[config.mk]
export PLATFORM = sky130hd
export DESIGN_NAME = serial_add_ctrl_flat
export DESIGN_NICKNAME = d
export VERILOG_FILES = /design/src/rtl/serial_add_pkg.sv /design/src/rtl/serial_add_ctrl_if.sv /design/src/rtl/serial_add_ctrl_rca_2bit.sv /design/src/rtl/serial_add_ctrl.sv /design/src/flat_wrapper.sv
export SDC_FILE = /design/constraint.sdc
export NUM_CORES = 1
export LEC_CHECK = 0
export CAP_MARGIN = 25
export CORE_MARGIN = 1.5
export CORE_UTILIZATION = 51
export CTS_BUF_LIST = sky130_fd_sc_hd__clkbuf_16
export CTS_CLUSTER_SIZE = 25
export DETAILED_ROUTE_END_ITERATION = 8
export GPL_TIMING_DRIVEN = 0
export PLACE_DENSITY_LB_ADDON = 0.2
export SYNTH_ARGS = -nofsm -noshare
export SYNTH_HDL_FRONTEND = slang
export SYNTH_SLANG_ARGS = --single-unit
[constraint.sdc]
create_clock -name clk -period 1.9 [get_ports clk]
set_clock_uncertainty 0.15 [all_clocks]
set_input_delay 0.38 -clock clk [delete_from_list [all_inputs] [get_ports clk]]
set_output_delay 0.38 -clock clk [all_outputs]
set_load 0.05 [all_outputs]
[src/rtl/serial_add_pkg.sv]
// serial_add_pkg: shared constants for the serial adder sequencer.
//   - FSM state encoding (S_IDLE / S_RUN / S_DONE)
//   - SLICE_W: width of the shared ripple-carry slice
//   - cnt_w(): slice-counter width, clog2(WIDTH/SLICE_W) with a floor of 1
package serial_add_pkg;

  typedef logic [1:0] state_t;

  localparam state_t S_IDLE = 2'd0;
  localparam state_t S_RUN  = 2'd1;
  localparam state_t S_DONE = 2'd2;

  localparam int SLICE_W = 2;

  // Bits needed to count WIDTH/SLICE_W slices; never less than 1 so the
  // counter stays a legal vector when there is only one slice.
  function automatic int cnt_w(input int width);
    int n;
    int w;
    n = width / SLICE_W;
    w = 0;
    while ((1 << w) < n) begin
      w = w + 1;
    end
    return (w < 1) ? 1 : w;
  endfunction

endpackage

[src/rtl/serial_add_ctrl_if.sv]
// serial_add_ctrl_if: requester <-> serial adder handshake bundle.
//   start, a, b, cin (and sub when SERIAL_ADD_SUB_EN is defined) : requester -> adder
//   busy, done, sum, cout                                        : adder -> requester
// Modports: master (requester side), slave (adder side).
// Optional macro: SERIAL_ADD_SUB_EN adds the 1-bit 'sub' request field.
interface serial_add_ctrl_if #(
  parameter int WIDTH = 8
);

  logic             start;
  logic [WIDTH-1:0] a;
  logic [WIDTH-1:0] b;
  logic             cin;
`ifdef SERIAL_ADD_SUB_EN
  logic             sub;
`endif
  logic             busy;
  logic             done;
  logic [WIDTH-1:0] sum;
  logic             cout;

  modport master (
`ifdef SERIAL_ADD_SUB_EN
    output sub,
`endif
    output start, a, b, cin,
    input  busy, done, sum, cout
  );

  modport slave (
`ifdef SERIAL_ADD_SUB_EN
    input  sub,
`endif
    input  start, a, b, cin,
    output busy, done, sum, cout
  );

endinterface

[src/rtl/serial_add_ctrl_rca_2bit.sv]
// rca_2bit: purely combinational 2-bit ripple-carry adder slice.
//   a, b : 2-bit addends
//   cin  : carry in
//   s    : 2-bit sum
//   cout : carry out of bit 1
module rca_2bit (
  input  logic [1:0] a,
  input  logic [1:0] b,
  input  logic       cin,
  output logic [1:0] s,
  output logic       cout
);

  logic c1;

  assign s[0] = a[0] ^ b[0] ^ cin;
  assign c1   = (a[0] & b[0]) | (a[0] & cin) | (b[0] & cin);
  assign s[1] = a[1] ^ b[1] ^ c1;
  assign cout = (a[1] & b[1]) | (a[1] & c1) | (b[1] & c1);

endmodule

[src/rtl/serial_add_ctrl.sv]
// serial_add_ctrl: WIDTH-bit adder built from one shared 2-bit slice,
// stepped over WIDTH/2 cycles, least-significant slice first.
//   clk, rst_n : clock, asynchronous active-low reset
//   bus (slave): start/a/b/cin in, busy/done/sum/cout out
// busy is high in RUN, done is a one-cycle pulse in DONE; sum/cout are
// registered and only change on the RUN->DONE edge.
// Optional macro: SERIAL_ADD_SUB_EN adds bus.sub (a - b, cout = no borrow).
module serial_add_ctrl
  import serial_add_pkg::*;
#(
  parameter int WIDTH = 8
) (
  input  logic              clk,
  input  logic              rst_n,
  serial_add_ctrl_if.slave  bus
);

  localparam int N  = WIDTH / SLICE_W;
  localparam int CW = cnt_w(WIDTH);

  if ((WIDTH < 2) || ((WIDTH % 2) != 0)) begin : g_width_chk
    $error("serial_add_ctrl: WIDTH must be an even number >= 2");
  end

  state_t          state_q, state_d;
  logic [CW-1:0]   cnt_q, cnt_d;
  logic [WIDTH-1:0] a_sh_q, a_sh_d;
  logic [WIDTH-1:0] b_sh_q, b_sh_d;
  logic            carry_q, carry_d;
  logic [WIDTH-1:0] acc_q, acc_d;
  logic [WIDTH-1:0] sum_q, sum_d;
  logic            cout_q, cout_d;
  logic            busy_q, busy_d;
  logic            done_q, done_d;

  logic [1:0]       slice_s;
  logic             slice_cout;
  logic             last_s;
  logic             accept_s;
  logic [WIDTH+1:0] acc_cat_s;
  logic [WIDTH-1:0] acc_shift_s;
  logic [WIDTH-1:0] b_load_s;
  logic             carry_load_s;

  rca_2bit u_slice (
    .a    (a_sh_q[1:0]),
    .b    (b_sh_q[1:0]),
    .cin  (carry_q),
    .s    (slice_s),
    .cout (slice_cout)
  );

  // Slice result enters at the top of the working register; after N
  // shifts slice 0 has reached bit 0. Concatenation keeps WIDTH=2 legal.
  assign acc_cat_s   = {slice_s, acc_q};
  assign acc_shift_s = acc_cat_s[WIDTH+1:2];

  assign last_s   = (cnt_q == CW'(N - 1));
  assign accept_s = bus.start && ((state_q == S_IDLE) || (state_q == S_DONE));

`ifdef SERIAL_ADD_SUB_EN
  // Subtraction is a + ~b + 1, so cin is ignored when sub is set.
  assign b_load_s     = bus.sub ? ~bus.b : bus.b;
  assign carry_load_s = bus.sub ? 1'b1 : bus.cin;
`else
  assign b_load_s     = bus.b;
  assign carry_load_s = bus.cin;
`endif

  // FSM state register.
  always_ff @(posedge clk or negedge rst_n) begin
    if (!rst_n) begin
      state_q <= S_IDLE;
    end else begin
      state_q <= state_d;
    end
  end

  // Datapath and output registers.
  always_ff @(posedge clk or negedge rst_n) begin
    if (!rst_n) begin
      cnt_q   <= '0;
      a_sh_q  <= '0;
      b_sh_q  <= '0;
      carry_q <= 1'b0;
      acc_q   <= '0;
      sum_q   <= '0;
      cout_q  <= 1'b0;
      busy_q  <= 1'b0;
      done_q  <= 1'b0;
    end else begin
      cnt_q   <= cnt_d;
      a_sh_q  <= a_sh_d;
      b_sh_q  <= b_sh_d;
      carry_q <= carry_d;
      acc_q   <= acc_d;
      sum_q   <= sum_d;
      cout_q  <= cout_d;
      busy_q  <= busy_d;
      done_q  <= done_d;
    end
  end

  // Next-state logic.
  always_comb begin
    state_d = state_q;
    case (state_q)
      S_IDLE: begin
        if (bus.start) begin
          state_d = S_RUN;
        end else begin
          state_d = S_IDLE;
        end
      end
      S_RUN: begin
        if (last_s) begin
          state_d = S_DONE;
        end else begin
          state_d = S_RUN;
        end
      end
      S_DONE: begin
        if (bus.start) begin
          state_d = S_RUN;
        end else begin
          state_d = S_IDLE;
        end
      end
      default: begin
        state_d = S_IDLE;
      end
    endcase
  end

  // Datapath next values: load on accept, shift one slice per RUN cycle.
  always_comb begin
    cnt_d   = cnt_q;
    a_sh_d  = a_sh_q;
    b_sh_d  = b_sh_q;
    carry_d = carry_q;
    acc_d   = acc_q;
    sum_d   = sum_q;
    cout_d  = cout_q;
    if (accept_s) begin
      cnt_d   = '0;
      a_sh_d  = bus.a;
      b_sh_d  = b_load_s;
      carry_d = carry_load_s;
      acc_d   = '0;
    end else if (state_q == S_RUN) begin
      cnt_d   = cnt_q + CW'(1);
      a_sh_d  = a_sh_q >> SLICE_W;
      b_sh_d  = b_sh_q >> SLICE_W;
      carry_d = slice_cout;
      acc_d   = acc_shift_s;
      if (last_s) begin
        sum_d  = acc_shift_s;
        cout_d = slice_cout;
      end else begin
        sum_d  = sum_q;
        cout_d = cout_q;
      end
    end else begin
      cnt_d = cnt_q;
    end
  end

  // Outputs decoded from the next state so busy/done come straight off flops.
  always_comb begin
    busy_d = (state_d == S_RUN);
    done_d = (state_d == S_DONE);
  end

  assign bus.busy = busy_q;
  assign bus.done = done_q;
  assign bus.sum  = sum_q;
  assign bus.cout = cout_q;

endmodule

[src/flat_wrapper.sv]
// flat-port wrapper written by rule: the top's interface ports become plain ports
module serial_add_ctrl_flat import serial_add_pkg::*;
#(
  parameter int WIDTH = 8
)
  (clk, rst_n, bus_start, bus_a, bus_b, bus_cin, bus_busy, bus_done, bus_sum, bus_cout);
  serial_add_ctrl_if #(.WIDTH(WIDTH)) bus_i ();
  input  logic clk;
  input  logic rst_n;
  input wire logic [$bits(bus_i.start)-1:0] bus_start;
  input wire logic [$bits(bus_i.a)-1:0] bus_a;
  input wire logic [$bits(bus_i.b)-1:0] bus_b;
  input wire logic [$bits(bus_i.cin)-1:0] bus_cin;
  output wire logic [$bits(bus_i.busy)-1:0] bus_busy;
  output wire logic [$bits(bus_i.done)-1:0] bus_done;
  output wire logic [$bits(bus_i.sum)-1:0] bus_sum;
  output wire logic [$bits(bus_i.cout)-1:0] bus_cout;
  assign bus_i.start = bus_start;
  assign bus_i.a = bus_a;
  assign bus_i.b = bus_b;
  assign bus_i.cin = bus_cin;
  assign bus_busy = bus_i.busy;
  assign bus_done = bus_i.done;
  assign bus_sum = bus_i.sum;
  assign bus_cout = bus_i.cout;
  serial_add_ctrl #(.WIDTH(WIDTH)) u_core (.clk(clk), .rst_n(rst_n), .bus(bus_i));
endmodule
=== After elaboration in Yosys (flattened, before gate mapping) ===
Index checks and enable logic that the tools add are counted.

* Register bits: 40
* Input bits: 20
* Output and inout port bits: 11
* Word-level logic and storage cells: 50

* Add/subtract/negate cells: 1
* Equal/unequal tests: 5
* Muxes and demuxes: 13
* Bitwise operators: 15
* Reduce and logical (&&, ||, !) cells: 6

{| class="wikitable"
|+ Operators with widths
! operator !! number
|-
| $mux W8 || 6
|-
| $and A1 B1 Y1 || 6
|-
| $eq A2 B2 Y1 const B || 3
|-
| $mux W2 || 3
|-
| $eq A2 B1 Y1 const B || 2
|-
| $or A1 B1 Y1 || 4
|-
| $pmux W2 S2 || 1
|-
| $xor A1 B1 Y1 || 4
|-
| $mux W1 || 3
|-
| $reduce_and A3 Y1 || 1
|-
| $add A2 B1 Y2 const B || 1
|-
| $logic_not A2 Y1 || 1
|-
| $reduce_bool A2 Y1 || 1
|-
| $reduce_or A2 Y1 || 1
|-
| $logic_and A1 B1 Y1 || 1
|-
| $logic_or A1 B1 Y1 || 1
|-
| $not A1 Y1 || 1
|}

=== Depth between registers and ports, before layout ===
* Depth after elaboration: 8
* Gate-level depth with buffers: 6
* Mapped depth without buffers: 6

=== Hierarchy ===
Synthesis repeated with hierarchy kept, for this count alone.

* Cell total of the unflattened synthesis: 142
* Area, all modules: 1956.9 um^2

{| class="wikitable"
|+ By module, submodules not included
! module !! times used !! cells an instance !! area each (um^2) !! sequential area each (um^2)
|-
| serial_add_ctrl || 1 || 132 || 1886.8 || 950.9
|-
| rca_2bit || 1 || 10 || 70.1 || 0.0
|}

=== Worst setup path after synthesis ===
Ideal clock, no wire load.

* Kind: flip-flop to flip-flop
* From: register u_core.carry_q
* To: register u_core.sum_q[7] (netlist: u_core.bus.sum[7])
* Library setup time: 0.083 ns
* Data arrival time: 1.411 ns
* Data required time: 1.667 ns
* Setup slack: 0.256 ns
* Cell stages (with the launch flop): 5
* Path buffers: 0
* Clock period less this slack: 1.644 ns
* Cells stage by stage: dfrtp_1 > fa_1 > inv_1 > fa_1 > o21ai_0

* Word-level cells in the longest chain between the ends: 4
* Elaborated cells on any way between the ends: 5
* Classes of those cells: bitwise: 5

{| class="wikitable"
|+ Ends and longest elaborated chain
! what !! RTL line !! text
|-
| start: declaration || serial_add_ctrl.sv:29 || <nowiki>logic carry_q, carry_d;</nowiki>
|-
| start signal: assignment || serial_add_ctrl.sv:95 || <nowiki>carry_q <= carry_d;</nowiki>
|-
| $and A1 B1 Y1 || serial_add_ctrl_rca_2bit.sv:17 || <nowiki>assign c1 = (a[0] & b[0]) | (a[0] & cin) | (b[0] & cin);</nowiki>
|-
| $or A1 B1 Y1 || serial_add_ctrl_rca_2bit.sv:17 ||
|-
| $or A1 B1 Y1 (*) || serial_add_ctrl_rca_2bit.sv:17 ||
|-
| $xor A1 B1 Y1 (*) || serial_add_ctrl_rca_2bit.sv:18 || <nowiki>assign s[1] = a[1] ^ b[1] ^ c1;</nowiki>
|-
| end signal: assignment || serial_add_ctrl.sv:97 || <nowiki>sum_q <= sum_d;</nowiki>
|-
| end: declaration || serial_add_ctrl.sv:31 || <nowiki>logic [WIDTH-1:0] sum_q, sum_d;</nowiki>
|}

Mark *: on every way between the ends. The rest lies on a longest branch, timed or not.
A chain may end at the register's enable or synchronous reset.

=== Worst setup path in the final report ===
Ends and elaborated chain as after synthesis.

==> metrics.txt <==
status finished, final reports clean; TritonCTS clock tree done; Worst-path clk slew 0.06 ns; vias in the first global route 1,225; Lkg Pwr 1.03 nW; Inserted Clock Buffers 5; HP Class input pin to asynchronous set/reset pin; Initial Util 0.548; Setup Fix Bufs, Post-CTS 0; pwr dens 1970 mW/mm^2; vias per cell 5.48; clock tree root buffer cell clkbuf_16; CP Capture Type flop; Final Hold Vio Count 0; max-slew violations 0; synthesized area 0.00170 sq mm; Die H 60.8 microns; Placement Cell Area 0.00205 sq mm; Pre-Repair DR Iteration Count 4; Synth Area per Inst 12.5 sq um; post-synthesis cell type count 27; IO Pins 31; Syn Inst Count 136; FFs w/ async S/R, synth 1.00; Worst setup SP type flop; hold buffers post-CTS 0; pre-CTS setup slack 0.0914 ns; Synth-to-Final Area Change 29.8%; H-tree depth 2; worst-path fanout max 3; overall routing resource usage 0.216; antenna viol nets, final 0; EDFF count, synth 0; FMAX 562 MHz; Max-slew headroom 0.449; Rows 20; sequential element share of the synthesized area 0.559; min Tclk post-route 1.78 ns; proportion of layout cells with a drive suffix above 1 0.190; initial antenna violation count 0; die area 0.00369 sq mm; Syn Nets 159; fin nets 196; Clock Sinks 38; Critical Path AT 1.82 ns; WL per Instance 16.2 microns; final worst-path cycle share 0.937; initial drt markers 39; gpl congestion 0.761; Max-Cap Viols 0; antenna cells 0; largest net degree at the start of global routing 39; R2R Setup Slk 0.12 ns; Port-buffer cells 30; chip width 60.8 microns; Final Power 4.35 mW; vias 1,195; first-pass GRT wire length 5660 microns; Remaining Overflow, GRT 0; Layout fillers 247; yosys warns 0; RSZ-0062 raised after global routing false; worst vdd ir 0.000883 V; Final HPWL DP 2430 microns; Clock Path Buffers 2; clock latency on the worst-skew pair 0.28 ns; # setup viols final 0; post_cts resized 11; Seq cells post-synth 38; Primary FF master, synth dfrtp_1; Core ar. 0.00310 sq mm; worst setup margin 0.119 ns; final wirelength 3540 microns; drt drc 0; Final Cell Area 0.00221 sq mm; WS Path Type flop to flop; CP required 1.94 ns; Slew @ Worst Pin 0.826 ns
==> worst paths after layout <==
kind                                  from           endpoint  depth (start not counted)
hold / removal                       rst_n    u_core.bus.busy                          1
min in group clk           u_core.bus.cout    u_core.bus.cout                          2
setup reg to reg            u_core.carry_q  u_core.bus.sum[7]                          4
setup / recovery            u_core.carry_q  u_core.bus.sum[7]                          4
hold reg to reg            u_core.bus.cout    u_core.bus.cout                          2
max in group asynchronous            rst_n    u_core.cnt_q[0]                          1
==> report_power, final <==
group | internal (mW) | switching (mW)
clock network | 0.618 | 0.320
registers | 1.20 | 0.254
logic | 0.840 | 1.12
total | 2.65 | 1.70
==> registers in the layout (all words and copies together), names as in the netlist <==
name and flops:
u_core.state_q 2, u_core.acc_q 6, u_core.bus.cout 1, u_core.carry_q 1
u_core.bus.busy 1, u_core.bus.sum 8, u_core.a_sh_q 8, u_core.bus.done 1
u_core.b_sh_q 8, u_core.cnt_q 2
==> critical path, cell delays in order (launching register included) <==
cell     delay, ns
dfrtp_1       0.41
fa_1          0.42
inv_1         0.07
fa_1          0.44
o21ai_0       0.20
==> area by class of cell <==
| cell class | instances | area (sq um) | area share |
|---|---|---|---|
| clock buffers | 5 | 125 | 0.0567 |
| plain buffers | 9 | 72.6 | 0.0329 |
| clock inverters | 3 | 45.0 | 0.0204 |
| flip-flops and latches | 38 | 951 | 0.431 |
| multi-input cells | 84 | 659 | 0.299 |
| inverters | 5 | 18.8 | 0.00850 |
| repair buffers | 30 | 282 | 0.127 |
| well taps | 44 | 55.1 | 0.0249 |
==> layout by cell type, fill, tap and decap left out, types with 2 or more instances in the layout <==
master	netlist	layout
o21ai_0	5	5
a21oi_1	6	6
buf_2	4	5
buf_6	4	4
dfrtp_1	38	38
nor3_1	8	8
mux2_4	5	5
clkinvlp_4	0	2
inv_1	5	5
dlygate4sd2_1	0	11
nor2_1	10	10
clkdlybuf4s50_1	0	18
clkbuf_16	0	5
nand2_1	2	2
mux2_2	5	5
fa_1	2	2
mux2i_1	4	4
a22o_1	10	10
a211oi_1	5	5
nor2b_1	5	5
o22ai_1	8	8
==> cell families after synthesis <==
group | count (synthesis) | share of synthesized area
buffers and inverters | 14 | 0.0537
adder cells (fa/ha/maj) | 3 | 0.0309
multiplexers | 14 | 0.101
flip-flops | 38 | 0.559
AND/OR/NAND/NOR | 32 | 0.115
AO/OA/AOI/OAI | 35 | 0.140
==> synthesized netlist by cell type (all sizes together) (2+ instances only) <==
master	n	area, sq um
buf	9	72.6
o22ai	8	50.1
nor2b	6	45.0
nor2	11	48.8
a211oi	5	37.5
a22o	10	87.6
o21ai	5	25.0
nand2	2	7.51
mux2i	4	40.0
fa	2	40.0
inv	5	18.8
dfrtp	38	951
a21oi	6	30.0
nand2b	2	20.0
nor3	8	40.0
mux2	10	131
==> per-layer routing <==
layer	share of wire	GRT usage
met2	0.51	0.361
met3	0.035	0.0704
met1	0.44	0.263
met4	0.010	0.0776
met5	0	0
==> through the flow <==
| stage | cells | utilization | hold slack, ns | setup TNS, ns |
|---|---|---|---|---|
| final | 218 | 0.712 | 0.0508 | 0 |
| after global routing | 218 | 0.712 | 0.117 | 0 |
| after CTS | 218 | 0.712 | 0.0744 | 0 |
| after detailed placement | 210 | 0.661 | 0.332 | 0 |
| after global placement | 210 | 0.663 | 0.318 | -20.23 |
| after floorplan | 136 | - | -0.0656 | 0 |
Note: power is estimated with default switching activity, not from simulation.
